### src/rtl/fetch_prefetch.sv
// Fetch stage with a DEPTH-entry prefetch queue between instruction memory and decode.
// Optional saturating performance counters are built when FETCH_PERF_EN is defined.
module fetch_prefetch #(
  parameter int DATA_W = 16,
  parameter int ADDR_W = 16,
  parameter int DEPTH = 4,
  parameter int PC_INC = 2,
  parameter logic [ADDR_W-1:0] RESET_PC = '0,
  parameter logic [DATA_W-1:0] NOP_INSTR = DATA_W'(16'h0800)
) (
  input  logic              clk,
  input  logic              rst,
  input  logic              redirect,
  input  logic [ADDR_W-1:0] redirect_pc,
  input  logic              id_stall,
  input  logic              halt,
  output logic              mem_rd,
  output logic [ADDR_W-1:0] mem_addr,
  input  logic              mem_done,
  input  logic [DATA_W-1:0] mem_data,
  input  logic              mem_err,
  output logic              if_valid,
  output logic [DATA_W-1:0] instr,
  output logic [ADDR_W-1:0] if_pc,
  output logic [ADDR_W-1:0] if_pc_next,
  output logic              fetch_stall,
  output logic              err,
  output logic [15:0]       perf_fetched,
  output logic [15:0]       perf_stalls
);

  localparam int PTR_W = (DEPTH > 1) ? $clog2(DEPTH) : 1;
  localparam logic [PTR_W:0] FULL = (PTR_W+1)'(DEPTH);
  localparam logic [ADDR_W-1:0] INC = ADDR_W'(PC_INC);

  typedef enum logic [1:0] {IDLE, REQ, DROP, HALTED} state_t;

  state_t            state;
  logic [ADDR_W-1:0] fetch_pc;
  logic [DATA_W-1:0] q_data [DEPTH];
  logic [ADDR_W-1:0] q_pc [DEPTH];
  logic [PTR_W-1:0]  wr_ptr;
  logic [PTR_W-1:0]  rd_ptr;
  logic [PTR_W:0]    count;
  logic [PTR_W:0]    count_after;
  logic              halted;
  logic              halt_eff;
  logic              push;
  logic              pop;

  assign if_valid    = (count != '0);
  assign instr       = if_valid ? q_data[rd_ptr] : NOP_INSTR;
  assign if_pc       = if_valid ? q_pc[rd_ptr] : '0;
  assign if_pc_next  = if_pc + INC;
  assign fetch_stall = ~if_valid & ~halted & ~err;
  assign pop         = if_valid & ~id_stall;
  assign halt_eff    = halt | halted;
  assign push        = (state == REQ) & mem_done & ~mem_err & ~redirect;

  // Occupancy after this edge; a redirect flushes regardless of push/pop.
  always_comb begin
    count_after = count;
    if (redirect)
      count_after = '0;
    else
      count_after = count + {{PTR_W{1'b0}}, push} - {{PTR_W{1'b0}}, pop};
  end

  always_ff @(posedge clk) begin
    if (push) begin
      q_data[wr_ptr] <= mem_data;
      q_pc[wr_ptr]   <= mem_addr;
    end
  end

  always_ff @(posedge clk or negedge rst) begin
    if (!rst) begin
      state    <= IDLE;
      fetch_pc <= RESET_PC;
      mem_rd   <= 1'b0;
      mem_addr <= RESET_PC;
      wr_ptr   <= '0;
      rd_ptr   <= '0;
      count    <= '0;
      halted   <= 1'b0;
      err      <= 1'b0;
    end else begin
      halted <= halted | halt;
      count  <= count_after;
      if (redirect) begin
        wr_ptr <= '0;
        rd_ptr <= '0;
      end else begin
        if (push) wr_ptr <= wr_ptr + 1'b1;
        if (pop)  rd_ptr <= rd_ptr + 1'b1;
      end
      if (redirect)
        fetch_pc <= redirect_pc;
      else if (push)
        fetch_pc <= fetch_pc + INC;

      case (state)
        IDLE: begin
          if (halt_eff || err) begin
            state <= HALTED;
          end else if (redirect) begin
            mem_rd   <= 1'b1;
            mem_addr <= redirect_pc;
            state    <= REQ;
          end else if (count < FULL) begin
            mem_rd   <= 1'b1;
            mem_addr <= fetch_pc;
            state    <= REQ;
          end
        end
        REQ: begin
          if (mem_done) begin
            if (mem_err) begin
              err    <= 1'b1;
              mem_rd <= 1'b0;
              state  <= HALTED;
            end else if (redirect) begin
              // Wrong-path data is dropped and the target is requested at once.
              if (halt_eff) begin
                mem_rd <= 1'b0;
                state  <= HALTED;
              end else begin
                mem_addr <= redirect_pc;
              end
            end else if (!halt_eff && (count_after < FULL)) begin
              mem_addr <= mem_addr + INC;
            end else begin
              mem_rd <= 1'b0;
              state  <= halt_eff ? HALTED : IDLE;
            end
          end else if (redirect) begin
            state <= DROP;
          end
        end
        DROP: begin
          if (mem_done) begin
            mem_rd <= 1'b0;
            if (mem_err) begin
              err   <= 1'b1;
              state <= HALTED;
            end else begin
              state <= halt_eff ? HALTED : IDLE;
            end
          end
        end
        HALTED: begin
          mem_rd <= 1'b0;
        end
        default: begin
          mem_rd <= 1'b0;
          state  <= IDLE;
        end
      endcase
    end
  end

`ifdef FETCH_PERF_EN
  always_ff @(posedge clk or negedge rst) begin
    if (!rst) begin
      perf_fetched <= '0;
      perf_stalls  <= '0;
    end else begin
      if (pop && (perf_fetched != 16'hFFFF))
        perf_fetched <= perf_fetched + 16'd1;
      if (fetch_stall && (perf_stalls != 16'hFFFF))
        perf_stalls <= perf_stalls + 16'd1;
    end
  end
`else
  assign perf_fetched = 16'd0;
  assign perf_stalls  = 16'd0;
`endif

endmodule
### config.mk
export PLATFORM = sky130hd
export DESIGN_NAME = fetch_prefetch
export DESIGN_NICKNAME = d
export VERILOG_FILES = /design/src/rtl/fetch_prefetch.sv
export SDC_FILE = /design/constraint.sdc
export NUM_CORES = 1
export LEC_CHECK = 0
export BUFFER_PORTS_ARGS = -buffer_cell sky130_fd_sc_hd__buf_2
export CAP_MARGIN = 20
export CORE_AREA = 5 5 134 136
export DETAILED_ROUTE_END_ITERATION = 8
export DIE_AREA = 0 0 139 141
export MAX_ROUTING_LAYER = met4
export PLACE_DENSITY = 0.75
export SYNTH_ARGS = -nofsm -noshare
export SYNTH_HDL_FRONTEND = slang
export SYNTH_SLANG_ARGS = --single-unit
### constraint.sdc
create_clock -name clk -period 3.28 [get_ports clk]
set_input_delay 0.492 -clock clk [delete_from_list [all_inputs] [get_ports clk]]
set_output_delay 0.492 -clock clk [all_outputs]
set_load 0.1 [all_outputs]
# Word-level counts from Yosys, hierarchy flattened
# Memories as Yosys holds them, arrays and structs flattened.
# Index checks and enable logic that the tools add are counted.
classes:
  n_addsub: 7
  order_cmp: 2
  eq_ne: 15
  muxes: 43
  bitwise: 13
  n_reduce_logical: 14
ops:
  columns: ["operator", "n"]
  rows:
  - ["$mux W16", 12]
  - ["$add A16 B2 Y16 const B", 3]
  - ["$mux W2", 16]
  - ["$pmux W16 S2", 1]
  - ["$ne A4 B4 Y1 const B", 3]
  - ["$reduce_and A6 Y1", 2]
  - ["$mux W1", 11]
  - ["$ne A3 B3 Y1 const B", 3]
  - ["$ne A2 B2 Y1 const B", 4]
  - ["$reduce_and A7 Y1", 1]
  - ["$and A1 B1 Y1", 6]
  - ["$lt A3 B3 Y1 const B", 2]
  - ["$not A1 Y1", 6]
  - ["$pmux W2 S3", 1]
  - ["$reduce_bool A2 Y1", 3]
  - ["$reduce_bool A3 Y1", 2]
  - ["$ne A5 B5 Y1 const B", 1]
  - ["$add A2 B1 Y2 const B", 2]
  - ["$eq A2 B2 Y1 const B", 2]
  - ["$pmux W1 S4", 1]
  - ["$add A3 B1 Y3", 1]
  - ["$mux W3", 1]
  - ["$ne A3 B2 Y1 const B", 1]
  - ["$reduce_and A3 Y1", 1]
  - ["8 further kinds", 8]
totals:
  ff_bits: 44
  mem_bits_rw: 128
  inputBits: 39
  out_inout_bits: 100
  elab_cells: 105
  memories: 2
mem_list:
  columns: ["name", "words", "width", "read_ports", "rd_clocked_by_memory_dff", "wr", "line", "text"]
  rows:
  - ["q_data", 4, 16, 1, 0, 1, "40", "logic [DATA_W-1:0] q_data [DEPTH];"]
  - ["q_pc", 4, 16, 1, 0, 1, "41", "logic [ADDR_W-1:0] q_pc [DEPTH];"]

# Depth between registers and ports, before layout
# Gate-level depths: netlist of the first run.
depth:
  word_depth: 14
  ltp_mapped: 17
  depth_no_buf: 15

# Worst setup path before layout of the first run
# OpenSTA, ideal clock, no wires.
synth_path:
  path_type: "register to output"
  from: "register count[2]"
  to: "output if_pc_next[13]"
  arrival_ns: 6.213
  t_required_ns: 2.788
  setup_slack_ns: -3.425
  path_stages_with_launch: 13
  n_path_buf: 2
  cell_sequence: "dfrtp_1 nor3_1 inv_1 clkbuf_1 clkbuf_1 nand2_1 inv_1 ha_1 nand2_1 o22ai_2 nand3_4 nor4_1 xor2_1"
synth_between:
  elab_chain_cells: 3
synth_rtl:
  columns: ["item", "line", "text"]
  rows:
  - ["start, declared", "44", "logic [PTR_W:0] count;"]
  - ["start signal, assigned", "89", "count <= count_after;"]
  - ["$reduce_bool A3 Y1", "51", "assign if_valid = (count != '0);"]
  - ["net if_valid", "22", "output logic if_valid,"]
  - ["$mux W16", "53", "assign if_pc = if_valid ? q_pc[rd_ptr] : '0;"]
  - ["net if_pc[1]", "24", "output logic [ADDR_W-1:0] if_pc,"]
  - ["$add A16 B2 Y16", "54", "assign if_pc_next = if_pc + INC;"]
  - ["end, declared", "25", "output logic [ADDR_W-1:0] if_pc_next,"]
# The timed path passes the listed nets, and every way through them passes these cells.

# Worst setup path after layout of the first run
layout_path:
  from: "register rd_ptr[0]"
  to: "output if_pc_next[13]"
layout_between:
  elab_chain_cells: 3
layout_rtl:
  columns: ["item", "line", "text"]
  rows:
  - ["start, declared", "43", "logic [PTR_W-1:0] rd_ptr;"]
  - ["start signal, assigned", "95", "if (pop) rd_ptr <= rd_ptr + 1'b1;"]
  - ["$mem_v2 Z4 W16", null, null]
  - ["$mux W16", "53", null]
  - ["$add A16 B2 Y16", "54", null]
# No other way between the ends.

==> run_results.csv, run 1 <==
group,metric,value,unit
run_status,outcome,"finished, final reports clean",
yosys,synthDistinctLibCells,67,
sta,slew_violations,0,
yosys,synth_common_cells,"128 x edfxtp_1, 44 x dfrtp_1, 40 x nand2_1",
worst_setup_path,path_class,"reg2out",
detailed_routing,wl_per_cell,18.3,um
detailed_routing,vias,5284,
layout,antenna_cells,0,
layout,drive_above_1_share,0.322,
global_route,grt_overflow,0,
worst_setup_path,crit_path_max_fanout,5,
yosys,synth-seq-cells,172,
detailed_routing,drc,0,
sta,tightest_slew,0.913,ns
yosys,synth_top_cell_by_area,"edfxtp_1",
worst_setup_path,cpPeakStageDelay,0.45,ns
yosys,synth_top_area_frac,0.464,
worst_setup_path,worst_ep_required_time,2.79,ns
detailed_routing,dr.pass1.iters,7,
yosys,synth_edf_count,128,
cts,cts_tree,"yes",
layout,fin_cells,964,
yosys,netlist_instances,607,
die,die_h,141,um
cts,htree_levels,4,
worst_setup_path,cp.arrival,2.76,ns
sta,max_freq,0.308,GHz
layout,final_area,0.0102,mm2
die,std_cell_rows,48,
worst_setup_path,start_kind,"flip-flop",
global_route,grt_usage,0.186,
sta,finalSetupViolCount,0,
sta,finalCritPeriodShare,0.990,
cts,clkLatencyLatePin,0.43,ns
sta,rsz0062_at_grt,"yes",
detailed_routing,drtAntennaViolNets,0,
yosys,synth_area_leaders,"edfxtp_1 46%, dfrtp_1 13%, mux4_2 6.0%, mux4_1 3.5%, buf_4 3.2%",
die,core_area,0.0168,mm2
die,die_area,0.0196,mm2
yosys,yosys_warnings,0,
detailed_routing,wirelength,17.7,mm
sta,clock_skew,0.00950,ns
sta,finalHoldViolCount,0,
global_route,first_global_vias,5286,
die,start_util,0.492,
cts,numCtsBuffers,17,
sta,min_period,3.25,ns
placement,port_buffers,106,
worst_setup_path,path_cells,"mux4_2 > and2_2 > ha_4 > nand2b_1 > o22ai_4 > nand3_4 > nor4_4 > xor2_4 > buf_12",
layout,areaGrowthSynthToFinish,23.4,%
worst_setup_path,cpMaxStageDelayCell,"dfrtp_2",
yosys,avgSynthCellArea,13.6,um2
yosys,synth_ff_type,"edfxtp_1",
global_route,grt_pass1_wl,28.1,mm
cts,cts_sinks,172,
placement,post-dp-hpwl,12.3,mm
worst_setup_path,worst-path-buf-inv,1,
global_route,grt_antenna_before_repair,0,
sta,tns,0,ns
worst_setup_path,path_delay_family,"simple AND/OR/NAND/NOR gates",
yosys,synth_most_common_cell,"edfxtp_1",
sta,holdWs,0.275,ns
yosys,async_flop_share,0.256,
worst_hold_path,holdCritPathClass,"in2reg",
placement,placed_area,0.00948,mm2
detailed_routing,drt_iter0_drc,389,
sta,maxSlewHeadroom,0.391,
yosys,ys_seq_area_frac,0.597,
layout,finalNetCount,779,
detailed_routing,avgViaCountPerCell,5.48,
worst_setup_path,critPathCaptureType,"output port",
flow_run,maxCapViolations,0,
placement,dp.cells,923,
cts,root_buffer,"clkbuf_16",
placement,gp_congestion,0.849,
global_route,grt_start_max_net_pins,48,
cts,path_clk_slew,0.07,ns
yosys,syn_area,0.00828,mm2
die,die_w,139,um
die,io_pins,139,
cts,cts_buffer_depth,2,
[sequential cells by signal, indices dropped and copies added, names as in the netlist]
name / count
state: 2
count: 3
err: 1
q_pc: 64
mem_addr: 16
rd_ptr: 2
halted: 1
mem_rd: 1
wr_ptr: 2
q_data: 64
fetch_pc: 16
[final timing paths]
check,startpoint,cells past startpoint,endpoint,slack [ns]
max,rd_ptr[0],9,if_pc_next[13],0.03
min,mem_data[8],1,q_data[0][8],0.28
max reg2reg,state[1],16,mem_addr[1],0.16
min reg2reg,fetch_pc[0],1,fetch_pc[0],0.49
max in group asynchronous,rst,3,rd_ptr[0],2.38
min in group asynchronous,rst,2,fetch_pc[12],0.43
[cell families (layout without fill, tap and decap cells)]
family,count (synthesis),after routing,synth area share
simple gates,174,174,0.112
xor+xnor,28,28,0.0313
buf+inv,82,183,0.0589
other cells,1,32,0.000453
compound gates,97,97,0.0757
fa+ha+maj,14,14,0.0221
mux,39,39,0.102
flops,172,172,0.597
[timing repair]
item | 4_1_cts | 5_1_grt
pin swaps | 6 | 2
endpoints found under the setup margin | 5 | 23
gates resized for setup | 8 | 18
hold endpoints to repair | 0 | 6
hold buffers | 0 | 1
buffers inserted | 2 | 5
[through the flow]
stage	setup WS, ns	utilization
floorplan	-0.408	-
global placement	0.120	0.563
detailed placement	0.0453	0.563
CTS	-0.00140	0.600
global route	-0.123	0.608
finish	0.0317	0.608
[cells in the final DEF (no fill, tap or decap), types with 3 or more instances in the layout]
cell | synthesis | final
a21oi_1 | 20 | 18
a31oi_1 | 6 | 6
and2_1 | 37 | 29
and2_2 | 0 | 7
and3_1 | 4 | 4
buf_12 | 2 | 20
buf_2 | 7 | 88
buf_4 | 35 | 21
clkbuf_16 | 0 | 17
clkinv_2 | 0 | 3
clkinv_4 | 0 | 3
conb_1 | 1 | 32
dfrtp_1 | 44 | 43
edfxtp_1 | 128 | 128
ha_1 | 13 | 12
inv_1 | 21 | 18
inv_6 | 0 | 4
mux2i_1 | 5 | 4
mux4_1 | 11 | 9
mux4_2 | 22 | 24
nand2_1 | 40 | 38
nand3_1 | 9 | 9
nand4_1 | 9 | 9
nor2_1 | 36 | 35
nor2b_1 | 5 | 5
nor3_1 | 12 | 8
nor3_4 | 0 | 4
o21ai_0 | 33 | 26
o21ai_1 | 4 | 10
o31a_1 | 5 | 5
o31ai_1 | 3 | 3
xnor2_1 | 9 | 6
xor2_1 | 18 | 10
xor2_4 | 0 | 7
[area by class of cell]
type / count / area (um2)
fill: 1294 / 6600
sequential: 172 / 4950
multi-input combinational: 384 / 3310
timing repair buffer: 130 / 1010
clock buffer: 17 / 425
tap: 225 / 282
clock inverter: 15 / 163
inverter: 21 / 85.1
[per-layer routing]
metal  vias up  wire length, um  GRT usage
met5         -                0          -
met4         0              119     0.0407
met3        16             1070     0.0427
met2       188             9000      0.300
met1      2633             7490      0.245
li1       2447                -          -
Power of run 1 is left out: the tool's default activity adds up to more than one toggle a clock period on the data nets, which glitch-free logic cannot reach.
==> run 2, diff against run 1 <==
Clock period 3.28 ns to 2.9 ns, I/O delays scaled along.
==> run 2 against run 1 <==
The flow now finishes with violations (setup timing). Routed wire length increased by 15%. Global-route usage increased by 2.6 points. Count of clock-buffer cells in the layout unchanged. First-iteration DRC count increased by 23%. Utilization increased by 6.6 points. Critical path depth increased by 1. Non-clock buffer count increased by 35. Worst setup slack got worse by 0.37 ns. Critical path type unchanged. Critical endpoint is now if_pc_next[15]. Largest cell class unchanged.
==> run_results.csv, run 2 (synthesis gave the netlist of run 1 again) <==
group,metric,value,unit
layout,areaGrowthSynthToFinish,36.9,%
global_route,grt_usage,0.212,
worst_setup_path,r2r_start,"state[1]",
flow_run,maxCapViolations,0,
placement,dp.cells,942,
sta,tightest_slew,0.560,ns
detailed_routing,drt_iter0_drc,477,
sta,worst_slack,-0.342,ns
run_status,violations,"setup timing",
sta,holdWs,0.227,ns
placement,gp_congestion,0.862,
cts,cts_buffer_depth,2,
layout,layout_commonest_cell,"edfxtp_1",
detailed_routing,wirelength,20.3,mm
cts,cts_tree,"yes",
cts,numCtsBuffers,17,
layout,final_cell_mix,"128 x edfxtp_1, 61 x buf_2, 47 x buf_12",
sta,slew_violations,0,
layout,antenna_cells,0,
sta,finalSetupViolCount,27,
die,core_area,0.0168,mm2
sta,min_period,3.24,ns
detailed_routing,vias,5581,
cts,root_buffer,"clkbuf_16",
cts,htree_levels,4,
global_route,grt_antenna_before_repair,0,
run_status,outcome,"complete, but fails checks",
detailed_routing,drc,0,
worst_setup_path,crit_path_max_fanout,5,
global_route,grt_overflow,0,
worst_setup_path,path_class,"reg2out",
worst_setup_path,cpMaxStageDelayCell,"dfrtp_2",
sta,rsz0062_at_grt,"yes",
sta,finalHoldViolCount,0,
worst_setup_path,start_kind,"flip-flop",
detailed_routing,avgViaCountPerCell,5.59,
placement,port_buffers,106,
worst_setup_path,critPathCaptureType,"output port",
worst_hold_path,min_from,"mem_data[9]",
detailed_routing,dr.pass1.iters,5,
placement,dp_slack,-0.169,ns
global_route,grt_pass1_wl,31.6,mm
worst_setup_path,worst-path-buf-inv,2,
die,die_h,141,um
layout,drive_above_1_share,0.410,
die,start_util,0.492,
worst_setup_path,startpoint,"rd_ptr[0]",
sta,max_freq,0.308,GHz
worst_setup_path,cp.arrival,2.81,ns
global_route,grt_start_max_net_pins,48,
worst_setup_path,path_cells,"mux4_2 > nand2_8 > clkinvlp_4 > ha_4 > nand2_4 > o22ai_4 > nand3_4 > nor4_4 > xor2_4 > buf_12",
layout,fin_cells,999,
sta,finalCritPeriodShare,1.12,
layout,top_regs,"q_data: 64 flops, q_pc: 64 flops",
cts,cts_sinks,172,
worst_setup_path,worst_ep_required_time,2.47,ns
die,die_area,0.0196,mm2
detailed_routing,drtAntennaViolNets,0,
die,die_w,139,um
cts,clkLatencyLatePin,0.42,ns
sta,maxSlewHeadroom,0.626,
sta,clock_skew,0.00688,ns
placement,post-dp-hpwl,13.2,mm
global_route,first_global_vias,5871,
die,std_cell_rows,48,
worst_setup_path,cpPeakStageDelay,0.45,ns
die,io_pins,139,
cts,path_clk_slew,0.06,ns
worst_hold_path,holdCritPathClass,"in2reg",
layout,finalNetCount,814,
worst_setup_path,path_delay_family,"simple AND/OR/NAND/NOR gates",
detailed_routing,wl_per_cell,20.3,um
## run 2: final timing paths
kind                            slack [ns]              to  depth (start not counted)
worst max-delay path                 -0.34  if_pc_next[15]                         10
worst min-delay path                  0.23    q_data[2][9]                          1
worst max register to register       -0.23     mem_addr[3]                         17
worst min register to register        0.50     fetch_pc[0]                          1
max in group asynchronous             1.64        count[1]                          3
min in group asynchronous             0.52     mem_addr[7]                          2
## run 2: timing repair
action | CTS | global route
gates resized for setup | 50 | 36
endpoints found under the setup margin | 32 | 34
pin swaps | 26 | 15
endpoints found under the hold margin | 20 | 0
cloned | 3 | 1
hold buffers | 1 | 0
buffers inserted | 8 | 15
## run 2: layout make-up
type	count	area [um2]
clock buffers	17	425
clock inverters	15	244
fillers	1171	5490
inverters	21	90.1
multi-input cells	384	3580
flip-flops and latches	172	4950
well taps	225	282
repair buffers	165	1760
## run 2: worst register-to-register path: stages, from the launching register on
cell and delay, ns:
dfrtp_1 0.39, inv_2 0.08, ha_4 0.14, nand2b_4 0.06
nor3b_4 0.20, inv_2 0.09, ha_4 0.22, inv_2 0.06
ha_4 0.12, inv_2 0.03, fa_2 0.33, xnor3_1 0.27
a21oi_2 0.08, a2111o_1 0.42, buf_6 0.19, buf_16 0.14
o21ai_2 0.12, o21ai_1 0.07
## run 2: routing by layer
layer  wire length (um)  share of wire  GRT usage  vias to the layer above
met4                353          0.017     0.0644                        0
met3               1290          0.064     0.0509                       31
met5                  0              0          -                        -
met1               7940           0.39      0.260                     2770
li1                   -              -          -                     2515
met2              10700           0.53      0.353                      265
## run 2: metrics by stage
stage	instance area, um2	utilization	setup TNS [ns]
4_1_cts	11100	0.660	-5.02
5_1_grt	11300	0.674	-7.56
6_report	11300	0.674	-4.38
2_1_floorplan	8800	-	-7.52
3_3_place_gp	10100	0.600	-0.511
3_5_place_dp	10100	0.600	-2.31
Power of run 2 is left out for the same reason.
